--- src/rtl/crtc_pkg.sv ---
//============================================================================
// Module  : crtc_pkg
// Purpose : Shared command/sequencer encodings, end codes and status layout
//           for the CRTC row fetcher.
// Revision: 1.0
//============================================================================
`default_nettype none

package crtc_pkg;

    typedef enum logic [2:0] {
        CMD_RESET  = 3'b000,
        CMD_START  = 3'b001,
        CMD_STOP   = 3'b010,
        CMD_LDCUR  = 3'b100,
        CMD_INTON  = 3'b101,
        CMD_INTOFF = 3'b110
    } crtc_cmd_e;

    typedef enum logic [2:0] {
        PS_IDLE  = 3'd0,
        PS_COLS  = 3'd1,
        PS_ROWS  = 3'd2,
        PS_HGT   = 3'd3,
        PS_BURST = 3'd4,
        PS_CURX  = 3'd5,
        PS_CURY  = 3'd6
    } crtc_pstate_e;

    localparam logic [7:0] c_end_row   = 8'hF1;
    localparam logic [7:0] c_end_frame = 8'hF3;

    localparam int c_st_inte = 6;
    localparam int c_st_irq  = 5;
    localparam int c_st_err  = 3;
    localparam int c_st_en   = 2;
    localparam int c_st_undr = 1;

    function automatic logic [7:0] burst_len(input logic [2:0] code);
        return 8'd1 << code;
    endfunction

endpackage

`default_nettype wire

--- src/rtl/crtc_rowbuf.sv ---
//============================================================================
// Module  : crtc_rowbuf
// Purpose : Two-bank character row buffer, one write port, one async read.
// Revision: 1.0
//============================================================================
`default_nettype none

module crtc_rowbuf #(
    parameter int DEPTH = 80,
    parameter int AW    = 7
) (
    input  logic          clk,
    input  logic          i_we,
    input  logic          i_wbank,
    input  logic [AW-1:0] i_waddr,
    input  logic [7:0]    i_wdata,
    input  logic          i_rbank,
    input  logic [AW-1:0] i_raddr,
    output logic [7:0]    o_rdata
);

    logic [7:0] r_bank0 [DEPTH];
    logic [7:0] r_bank1 [DEPTH];

    // Contents are don't-care after reset, so the arrays carry no reset.
    always_ff @(posedge clk) begin
        if (i_we) begin
            if (i_wbank) begin
                r_bank1[i_waddr] <= i_wdata;
            end else begin
                r_bank0[i_waddr] <= i_wdata;
            end
        end
    end

    assign o_rdata = i_rbank ? r_bank1[i_raddr] : r_bank0[i_raddr];

endmodule

`default_nettype wire

--- src/rtl/crtc_row_fetch.sv ---
//============================================================================
// Module  : crtc_row_fetch
// Purpose : CRTC row fetcher: command/parameter port, DMA row fill into a
//           double-buffered row store, character/attribute display output.
//           Define CRTC_BURST_EN for burst DMA pacing.
// Revision: 1.0
//============================================================================
`default_nettype none

module crtc_row_fetch
    import crtc_pkg::*;
#(
    parameter int MAX_COLS = 80,
    parameter int MAX_ROWS = 64
) (
    input  logic       clk,
    input  logic       reset,
    input  logic       char_ce,
    input  logic       hrst,
    input  logic       vrst,
    input  logic       a0,
    input  logic [7:0] wdata,
    input  logic       we,
    input  logic       rd,
    output logic [7:0] rdata,
    output logic       drq,
    input  logic       dack,
    input  logic [7:0] dma_data,
    output logic       irq,
    output logic [7:0] out_char,
    output logic [5:0] out_attr,
    output logic [3:0] out_line,
    output logic       out_valid
);

    localparam int         AW        = (MAX_COLS > 1) ? $clog2(MAX_COLS) : 1;
    localparam logic [7:0] c_depth   = 8'(MAX_COLS);
    localparam logic [6:0] c_max_col = 7'(MAX_COLS - 1);
    localparam logic [5:0] c_max_row = 6'(MAX_ROWS - 1);

    logic         r_enable, r_inte, r_irq, r_err, r_underrun;
    crtc_pstate_e r_pstate;
    logic [6:0]   r_cols_m1, r_cur_x;
    logic [5:0]   r_rows_m1, r_cur_y;
    logic [3:0]   r_hgt_m1, r_chline;
    logic [2:0]   r_burst;
    logic         r_fill_bank, r_row_term, r_frame_term;
    logic [7:0]   r_fill_idx, r_disp_len, r_disp_idx;
    logic [6:0]   r_row;
    logic         r_disp_act, r_out_valid;
    logic [7:0]   r_out_char;
    logic [5:0]   r_out_attr;
    logic [7:0]   w_status, w_rd_byte;
    logic [2:0]   w_op;
    logic         w_cmd, w_par, w_cmd_rst, w_hrst, w_vrst, w_swap;
    logic         w_rows_left, w_last_wrap, w_fill_open, w_drq, w_take;
    logic         w_end_row, w_end_frame, w_wr, w_disp_hit;

    assign w_op        = wdata[7:5];
    assign w_cmd       = we && a0;
    assign w_par       = we && !a0;
    assign w_cmd_rst   = w_cmd && (w_op == CMD_RESET);
    assign w_hrst      = char_ce && hrst;
    assign w_vrst      = char_ce && vrst;
    assign w_swap      = w_hrst && !w_vrst && (r_chline == r_hgt_m1);
    assign w_rows_left = (r_row <= {1'b0, r_rows_m1});
    assign w_last_wrap = (r_row == ({1'b0, r_rows_m1} + 7'd1));
    assign w_fill_open = r_enable && (r_fill_idx <= {1'b0, r_cols_m1})
                         && !r_row_term && !r_frame_term && w_rows_left;
    assign w_take      = char_ce && w_drq && dack;
    assign w_end_row   = (dma_data == c_end_row);
    assign w_end_frame = (dma_data == c_end_frame);
    assign w_wr        = w_take && !w_end_row && !w_end_frame && (r_fill_idx < c_depth);
    assign w_disp_hit  = (r_disp_idx < r_disp_len);

    // Command decode and parameter sequencer
    always_ff @(posedge clk) begin
        if (reset) begin
            r_enable  <= 1'b0;
            r_inte    <= 1'b0;
            r_pstate  <= PS_IDLE;
            r_cols_m1 <= '0;
            r_rows_m1 <= '0;
            r_hgt_m1  <= '0;
            r_burst   <= '0;
            r_cur_x   <= '0;
            r_cur_y   <= '0;
        end else if (w_cmd) begin
            case (w_op)
                CMD_RESET:  begin r_enable <= 1'b0; r_pstate <= PS_COLS; end
                CMD_START:  begin r_enable <= 1'b1; r_inte <= 1'b1; end
                CMD_STOP:   r_enable <= 1'b0;
                CMD_LDCUR:  r_pstate <= PS_CURX;
                CMD_INTON:  r_inte <= 1'b1;
                CMD_INTOFF: r_inte <= 1'b0;
                default:    ;
            endcase
        end else if (w_par) begin
            case (r_pstate)
                PS_COLS: begin
                    r_cols_m1 <= (wdata[6:0] > c_max_col) ? c_max_col : wdata[6:0];
                    r_pstate  <= PS_ROWS;
                end
                PS_ROWS: begin
                    r_rows_m1 <= (wdata[5:0] > c_max_row) ? c_max_row : wdata[5:0];
                    r_pstate  <= PS_HGT;
                end
                PS_HGT:   begin r_hgt_m1 <= wdata[3:0]; r_pstate <= PS_BURST; end
                PS_BURST: begin r_burst  <= wdata[2:0]; r_pstate <= PS_IDLE; end
                PS_CURX:  begin r_cur_x  <= wdata[6:0]; r_pstate <= PS_CURY; end
                PS_CURY:  begin r_cur_y  <= wdata[5:0]; r_pstate <= PS_IDLE; end
                default:  r_pstate <= PS_IDLE;
            endcase
        end
    end

    // Sticky status: a set event in the same cycle as rd wins over the clear
    always_ff @(posedge clk) begin
        if (reset) begin
            r_irq      <= 1'b0;
            r_err      <= 1'b0;
            r_underrun <= 1'b0;
        end else begin
            if (w_swap && w_last_wrap && r_inte) r_irq <= 1'b1;
            else if (rd)                         r_irq <= 1'b0;
            if (w_par && (r_pstate == PS_IDLE))  r_err <= 1'b1;
            else if (rd)                         r_err <= 1'b0;
            if (w_swap && w_fill_open)           r_underrun <= 1'b1;
            else if (rd)                         r_underrun <= 1'b0;
        end
    end

    always_comb begin
        w_status            = '0;
        w_status[c_st_inte] = r_inte;
        w_status[c_st_irq]  = r_irq;
        w_status[c_st_err]  = r_err;
        w_status[c_st_en]   = r_enable;
        w_status[c_st_undr] = r_underrun;
    end

    // Fill side, bank swap, character line and row counters
    always_ff @(posedge clk) begin
        if (reset) begin
            r_fill_bank  <= 1'b0;
            r_fill_idx   <= '0;
            r_row_term   <= 1'b0;
            r_frame_term <= 1'b0;
            r_disp_len   <= '0;
            r_row        <= '0;
            r_chline     <= '0;
        end else begin
            if (w_cmd_rst) begin
                r_fill_idx   <= '0;
                r_row_term   <= 1'b0;
                r_frame_term <= 1'b0;
                r_disp_len   <= '0;
            end else if (w_vrst) begin
                r_fill_idx   <= '0;
                r_row_term   <= 1'b0;
                r_frame_term <= 1'b0;
            end else if (w_swap) begin
                r_fill_bank <= ~r_fill_bank;
                r_fill_idx  <= '0;
                r_row_term  <= 1'b0;
                r_disp_len  <= r_fill_idx;
            end else if (w_take) begin
                if (w_end_row)        r_row_term   <= 1'b1;
                else if (w_end_frame) r_frame_term <= 1'b1;
                else                  r_fill_idx   <= r_fill_idx + 8'd1;
            end

            if (w_vrst) begin
                r_chline <= '0;
                r_row    <= '0;
            end else if (w_hrst) begin
                if (r_chline == r_hgt_m1) begin
                    r_chline <= '0;
                    if (r_row != 7'h7F) r_row <= r_row + 7'd1;
                end else begin
                    r_chline <= r_chline + 4'd1;
                end
            end
        end
    end

`ifdef CRTC_BURST_EN
    logic [7:0] r_bcnt;
    logic [3:0] r_wait;

    assign w_drq = w_fill_open && (r_wait == 4'd0);

    always_ff @(posedge clk) begin
        if (reset || w_cmd_rst) begin
            r_bcnt <= '0;
            r_wait <= '0;
        end else if (char_ce) begin
            if (w_take) begin
                if ((r_bcnt + 8'd1) == burst_len(r_burst)) begin
                    r_bcnt <= '0;
                    r_wait <= 4'd8;
                end else begin
                    r_bcnt <= r_bcnt + 8'd1;
                end
            end else if (r_wait != 4'd0) begin
                r_wait <= r_wait - 4'd1;
            end
        end
    end
`else
    logic r_gap;

    assign w_drq = w_fill_open && !r_gap;

    always_ff @(posedge clk) begin
        if (reset || w_cmd_rst) begin
            r_gap <= 1'b0;
        end else if (char_ce) begin
            r_gap <= w_take;
        end
    end
`endif

    crtc_rowbuf #(
        .DEPTH (MAX_COLS),
        .AW    (AW)
    ) u_rowbuf (
        .clk     (clk),
        .i_we    (w_wr),
        .i_wbank (r_fill_bank),
        .i_waddr (r_fill_idx[AW-1:0]),
        .i_wdata (dma_data),
        .i_rbank (~r_fill_bank),
        .i_raddr (r_disp_idx[AW-1:0]),
        .o_rdata (w_rd_byte)
    );

    // Display side: hrst arms a scan of cols slots from the display bank
    always_ff @(posedge clk) begin
        if (reset) begin
            r_disp_idx  <= '0;
            r_disp_act  <= 1'b0;
            r_out_char  <= '0;
            r_out_attr  <= '0;
            r_out_valid <= 1'b0;
        end else if (char_ce) begin
            if (hrst) begin
                r_disp_idx  <= '0;
                r_disp_act  <= r_enable;
                r_out_char  <= '0;
                r_out_valid <= 1'b0;
            end else if (r_disp_act && (r_disp_idx <= {1'b0, r_cols_m1})) begin
                r_disp_idx  <= r_disp_idx + 8'd1;
                r_out_valid <= 1'b1;
                if (w_disp_hit && (w_rd_byte[7:6] != 2'b10)) r_out_char <= w_rd_byte;
                else                                          r_out_char <= '0;
                if (w_disp_hit && (w_rd_byte[7:6] == 2'b10)) r_out_attr <= w_rd_byte[5:0];
            end else begin
                r_disp_act  <= 1'b0;
                r_out_char  <= '0;
                r_out_valid <= 1'b0;
            end
            if (vrst) begin
                r_out_attr <= '0;
                if (!hrst) begin
                    r_disp_act <= 1'b0;
                    r_disp_idx <= '0;
                end
            end
        end
    end

    assign rdata     = w_status;
    assign drq       = w_drq;
    assign irq       = r_irq;
    assign out_char  = r_out_char;
    assign out_attr  = r_out_attr;
    assign out_line  = r_chline;
    assign out_valid = r_out_valid;

endmodule

`default_nettype wire

--- config.mk ---
export PLATFORM = sky130hd
export DESIGN_NAME = crtc_row_fetch
export DESIGN_NICKNAME = d
export VERILOG_FILES = /design/src/rtl/crtc_pkg.sv /design/src/rtl/crtc_rowbuf.sv /design/src/rtl/crtc_row_fetch.sv
export SDC_FILE = /design/constraint.sdc
export NUM_CORES = 1
export LEC_CHECK = 0
export CAP_MARGIN = 20
export CELL_PAD_IN_SITES_DETAIL_PLACEMENT = 0
export CELL_PAD_IN_SITES_GLOBAL_PLACEMENT = 1
export CORE_MARGIN = 1
export CORE_UTILIZATION = 45
export DETAILED_ROUTE_END_ITERATION = 7
export PLACE_DENSITY_LB_ADDON = 0.1
export SYNTH_ARGS = -nofsm -noshare
export SYNTH_HDL_FRONTEND = slang
export SYNTH_HIERARCHICAL = 1
export SYNTH_SLANG_ARGS = --single-unit
--- constraint.sdc ---
create_clock -name clk -period 3.8 [get_ports clk]
set_input_delay 0.57 -clock clk [delete_from_list [all_inputs] [get_ports clk]]
set_output_delay 0.57 -clock clk [all_outputs]
set_load 0.02 [all_outputs]
==> results.toml <==
[place]
numPortBuffers = 50
dpl.hpwl_um = 90900
place.gp.congestion = 0.833

[global_routing]
grt_pass1_wl_um = 206000
grt_use_total = 0.233
antenna_found_initial = 4
overflow = 0
grt_pass1_vias = 29900
grt_max_degree = 161

[timing]
rsz0062_at_grt = "yes"
maxSlewViolCount = 0
fmax_ghz = 0.273
worstMarginPinSlew_ns = 1.08
fin_crit_ns = 3.66
fin_skew_ns = 0.0189
slew_headroom = 0.283
setup_violations = 0
finalCritPeriodShare = 0.964
finalHoldViolations = 0
whs_ns = 0.364

[routing]
num_vias = 29400
first_pass_iters = 7
drtAntennaViolNets = 0
wl_per_cell_um = 27.7
drc = 0
drt_iter0_drc = 2507
vias_per_cell = 5.73
totalWireLength_um = 142000

[clocking]
worstSkewPairLatency_ns = 0.74
cts_root_buffer = "clkbuf_16"
clk_pin_slew_worst_paths_ns = 0.06
cts_tree = "done"
clockBufferDepth = 3
clock_sinks = 1360
clock_tree.htree_level_count = 4
cts_hold_buf = 0
cts_buffers = 146

[worst_setup_path]
slowest_stage = "dfxtp_4"
path_buf_inv = 5
slowest_delay_ns = 0.42
r2r_start = "r_disp_idx[0]"
crit_family = "compound AO/OA/AOI/OAI gates"
worstSetupStartpointType = "flip-flop"
crit_chain = "buf_16 -> buf_12 -> buf_4 -> mux2i_1 -> a21oi_1 -> a31oi_1 -> a221o_1 -> o221ai_1 -> a22o_1 -> nand2b_1 -> buf_4 -> nor4_4 -> buf_6 -> mux2i_1"
crit_fanout = 30
critPathRequiredTime_ns = 4.46
cp.arrival_ns = 4.33
startpoint = "r_disp_idx[0]"
crit_type = "flip-flop to flip-flop"
critPathCaptureType = "flip-flop"

[floorplanning]
fp-row-count = 127
io_pins = 54
core_area_mm2 = 0.120
dieArea_mm2 = 0.123
dieWidth_um = 351
die_h_um = 351
initial_core_util = 0.455

[job]
max_cap_viol_count = 0

[pwr]
ir_worst_vdd_mv = 0.435
p_per_area_mw_per_mm2 = 479
p_leak_nw = 20.1

[cells_and_area]
final_util = 0.533
syn_to_final_growth_pct = 17.2
fill_cells = 9616
final_layout_size_suffix_gt1_frac = 0.247
nNetsFinal = 3461

[synthesis]
yosys.area.top_type = "edfxtp_1"
avgSynthCellArea_um2 = 18.2
async_reset_ff_frac = 0
ys_seq_elements = 1360
syn-instance-count = 3010
synth_top_flop_cell = "edfxtp_1"
yosysMostFrequentCell = "edfxtp_1"
synth_top_area_share = 0.703
ys_types = 71
synth_area_mm2 = 0.0547
ys_seq_area_frac = 0.732
synth_edf_count = 1280
ys_warn_count = 6
yosys-top-cells-area = "edfxtp_1 (70%), mux4_2 (8.9%), mux2i_1 (5.0%)"
synth_commonest_cells = "edfxtp_1 (1,280), mux2i_1 (276), nor2_1 (246)"

[worst_hold_path]
min_path_type = "primary input to flip-flop"
hp-start = "dma_data[1]"

[outcome]
status = "finished clean"
[power breakdown]
group / switching (mW) / internal [mW] / leakage [nW]
Sequential: 0.0107 / 16.4 / 12.1
Combinational: 0.434 / 0.164 / 5.73
Clock: 5.77 / 7.94 / 2.27
Total: 6.21 / 24.5 / 20.1
[registers in the layout (all words and copies together) (netlist names), 3 cells and up]
| signal | count |
|---|---|
| r_disp_len | 8 |
| out_attr | 6 |
| out_char | 8 |
| r_rows_m1 | 6 |
| r_row | 7 |
| r_hgt_m1 | 4 |
| r_pstate | 3 |
| out_line | 4 |
| r_disp_idx | 8 |
| u_rowbuf/r_bank1 | 640 |
| r_cols_m1 | 7 |
| r_fill_idx | 8 |
| u_rowbuf/r_bank0 | 640 |
[cells by family after synthesis]
family          synth area share
other cells            0.0000685
simple gates              0.0408
fa+ha+maj                0.00732
compound gates            0.0452
flops                      0.732
buf+inv                   0.0230
xor+xnor                 0.00352
mux                        0.148
[per-stage QoR]
step	total power, mW	cell area, um2	TNS, ns	setup slack, ns	instances
floorplan	16.9	54700	0	0.271	3012
global route	31.5	64100	0	0.00203	5134
global placement	17.3	59300	-8.99	-0.480	4864
finish	30.7	64100	0	0.136	5135
detailed placement	17.3	59300	-0.737	-0.106	4865
CTS	31.0	64000	0	0.0180	5132
[cells in the final DEF (no fill, tap or decap), types with 11 or more instances in the layout]
cell,instances
dfxtp_1,76
mux2i_1,276
a221oi_1,15
mux4_2,217
a211oi_1,27
nor2_1,245
xor2_1,12
buf_6,11
a21oi_1,83
clkinv_1,33
clkinv_2,29
a31oi_1,43
clkbuf_1,25
clkdlybuf4s50_1,41
a22oi_1,64
nand3_1,31
clkbuf_16,151
o221ai_1,11
edfxtp_1,1280
inv_1,30
ha_1,32
buf_12,30
nor2b_1,23
buf_4,333
mux2_2,34
o21ai_0,18
nor3_1,19
nand2_1,110
[worst register-to-register path, stage by stage, from the launching register on]
cell      delay, ns
dfxtp_4        0.42
buf_16         0.23
buf_12         0.31
buf_4          0.27
mux2i_1        0.21
a21oi_1        0.09
a31oi_1        0.37
a221o_1        0.24
o221ai_1       0.20
a22o_1         0.35
nand2b_1       0.23
buf_4          0.18
nor4_4         0.13
buf_6          0.17
mux2i_1        0.19
[per-layer routing]
layer | GRT usage | wire length (um) | vias to the layer above
li1 | - | - | 12900
met4 | 0.0667 | 3610 | 4
met3 | 0.0312 | 7150 | 221
met2 | 0.379 | 68600 | 899
met1 | 0.331 | 62800 | 15400
met5 | 0 | 57 | -
[final cells by class]
| cell class | count | area, um2 | share of cell area |
|---|---|---|---|
| diodes | 1 | 2.50 | 0.0000390 |
| flip-flops and latches | 1360 | 40100 | 0.625 |
| inverters | 31 | 116 | 0.00182 |
| clock buffers | 176 | 3860 | 0.0602 |
| multi-input cells | 1443 | 13500 | 0.211 |
| well taps | 1612 | 2020 | 0.0315 |
| clock inverters | 90 | 766 | 0.0119 |
| repair buffers | 422 | 3790 | 0.0592 |
[worst paths after layout]
| path | endpoint | cells after the start | slack, ns |
|---|---|---|---|
| worst min-delay path | u_rowbuf/r_bank0[75][1] | 1 | 0.36 |
| worst max register to register | out_attr[4] | 14 | 0.14 |
| worst max-delay path | out_attr[4] | 14 | 0.14 |
| worst min register to register | out_valid | 2 | 0.46 |
[what timing repair did]
action,CTS,global route
setup buffers,0,1
gates cloned,1,1
setup endpoints to repair,13,718
hold endpoints to repair,0,0
gates resized for setup,6,10
No activity file was read; power rests on OpenSTA's default activity.
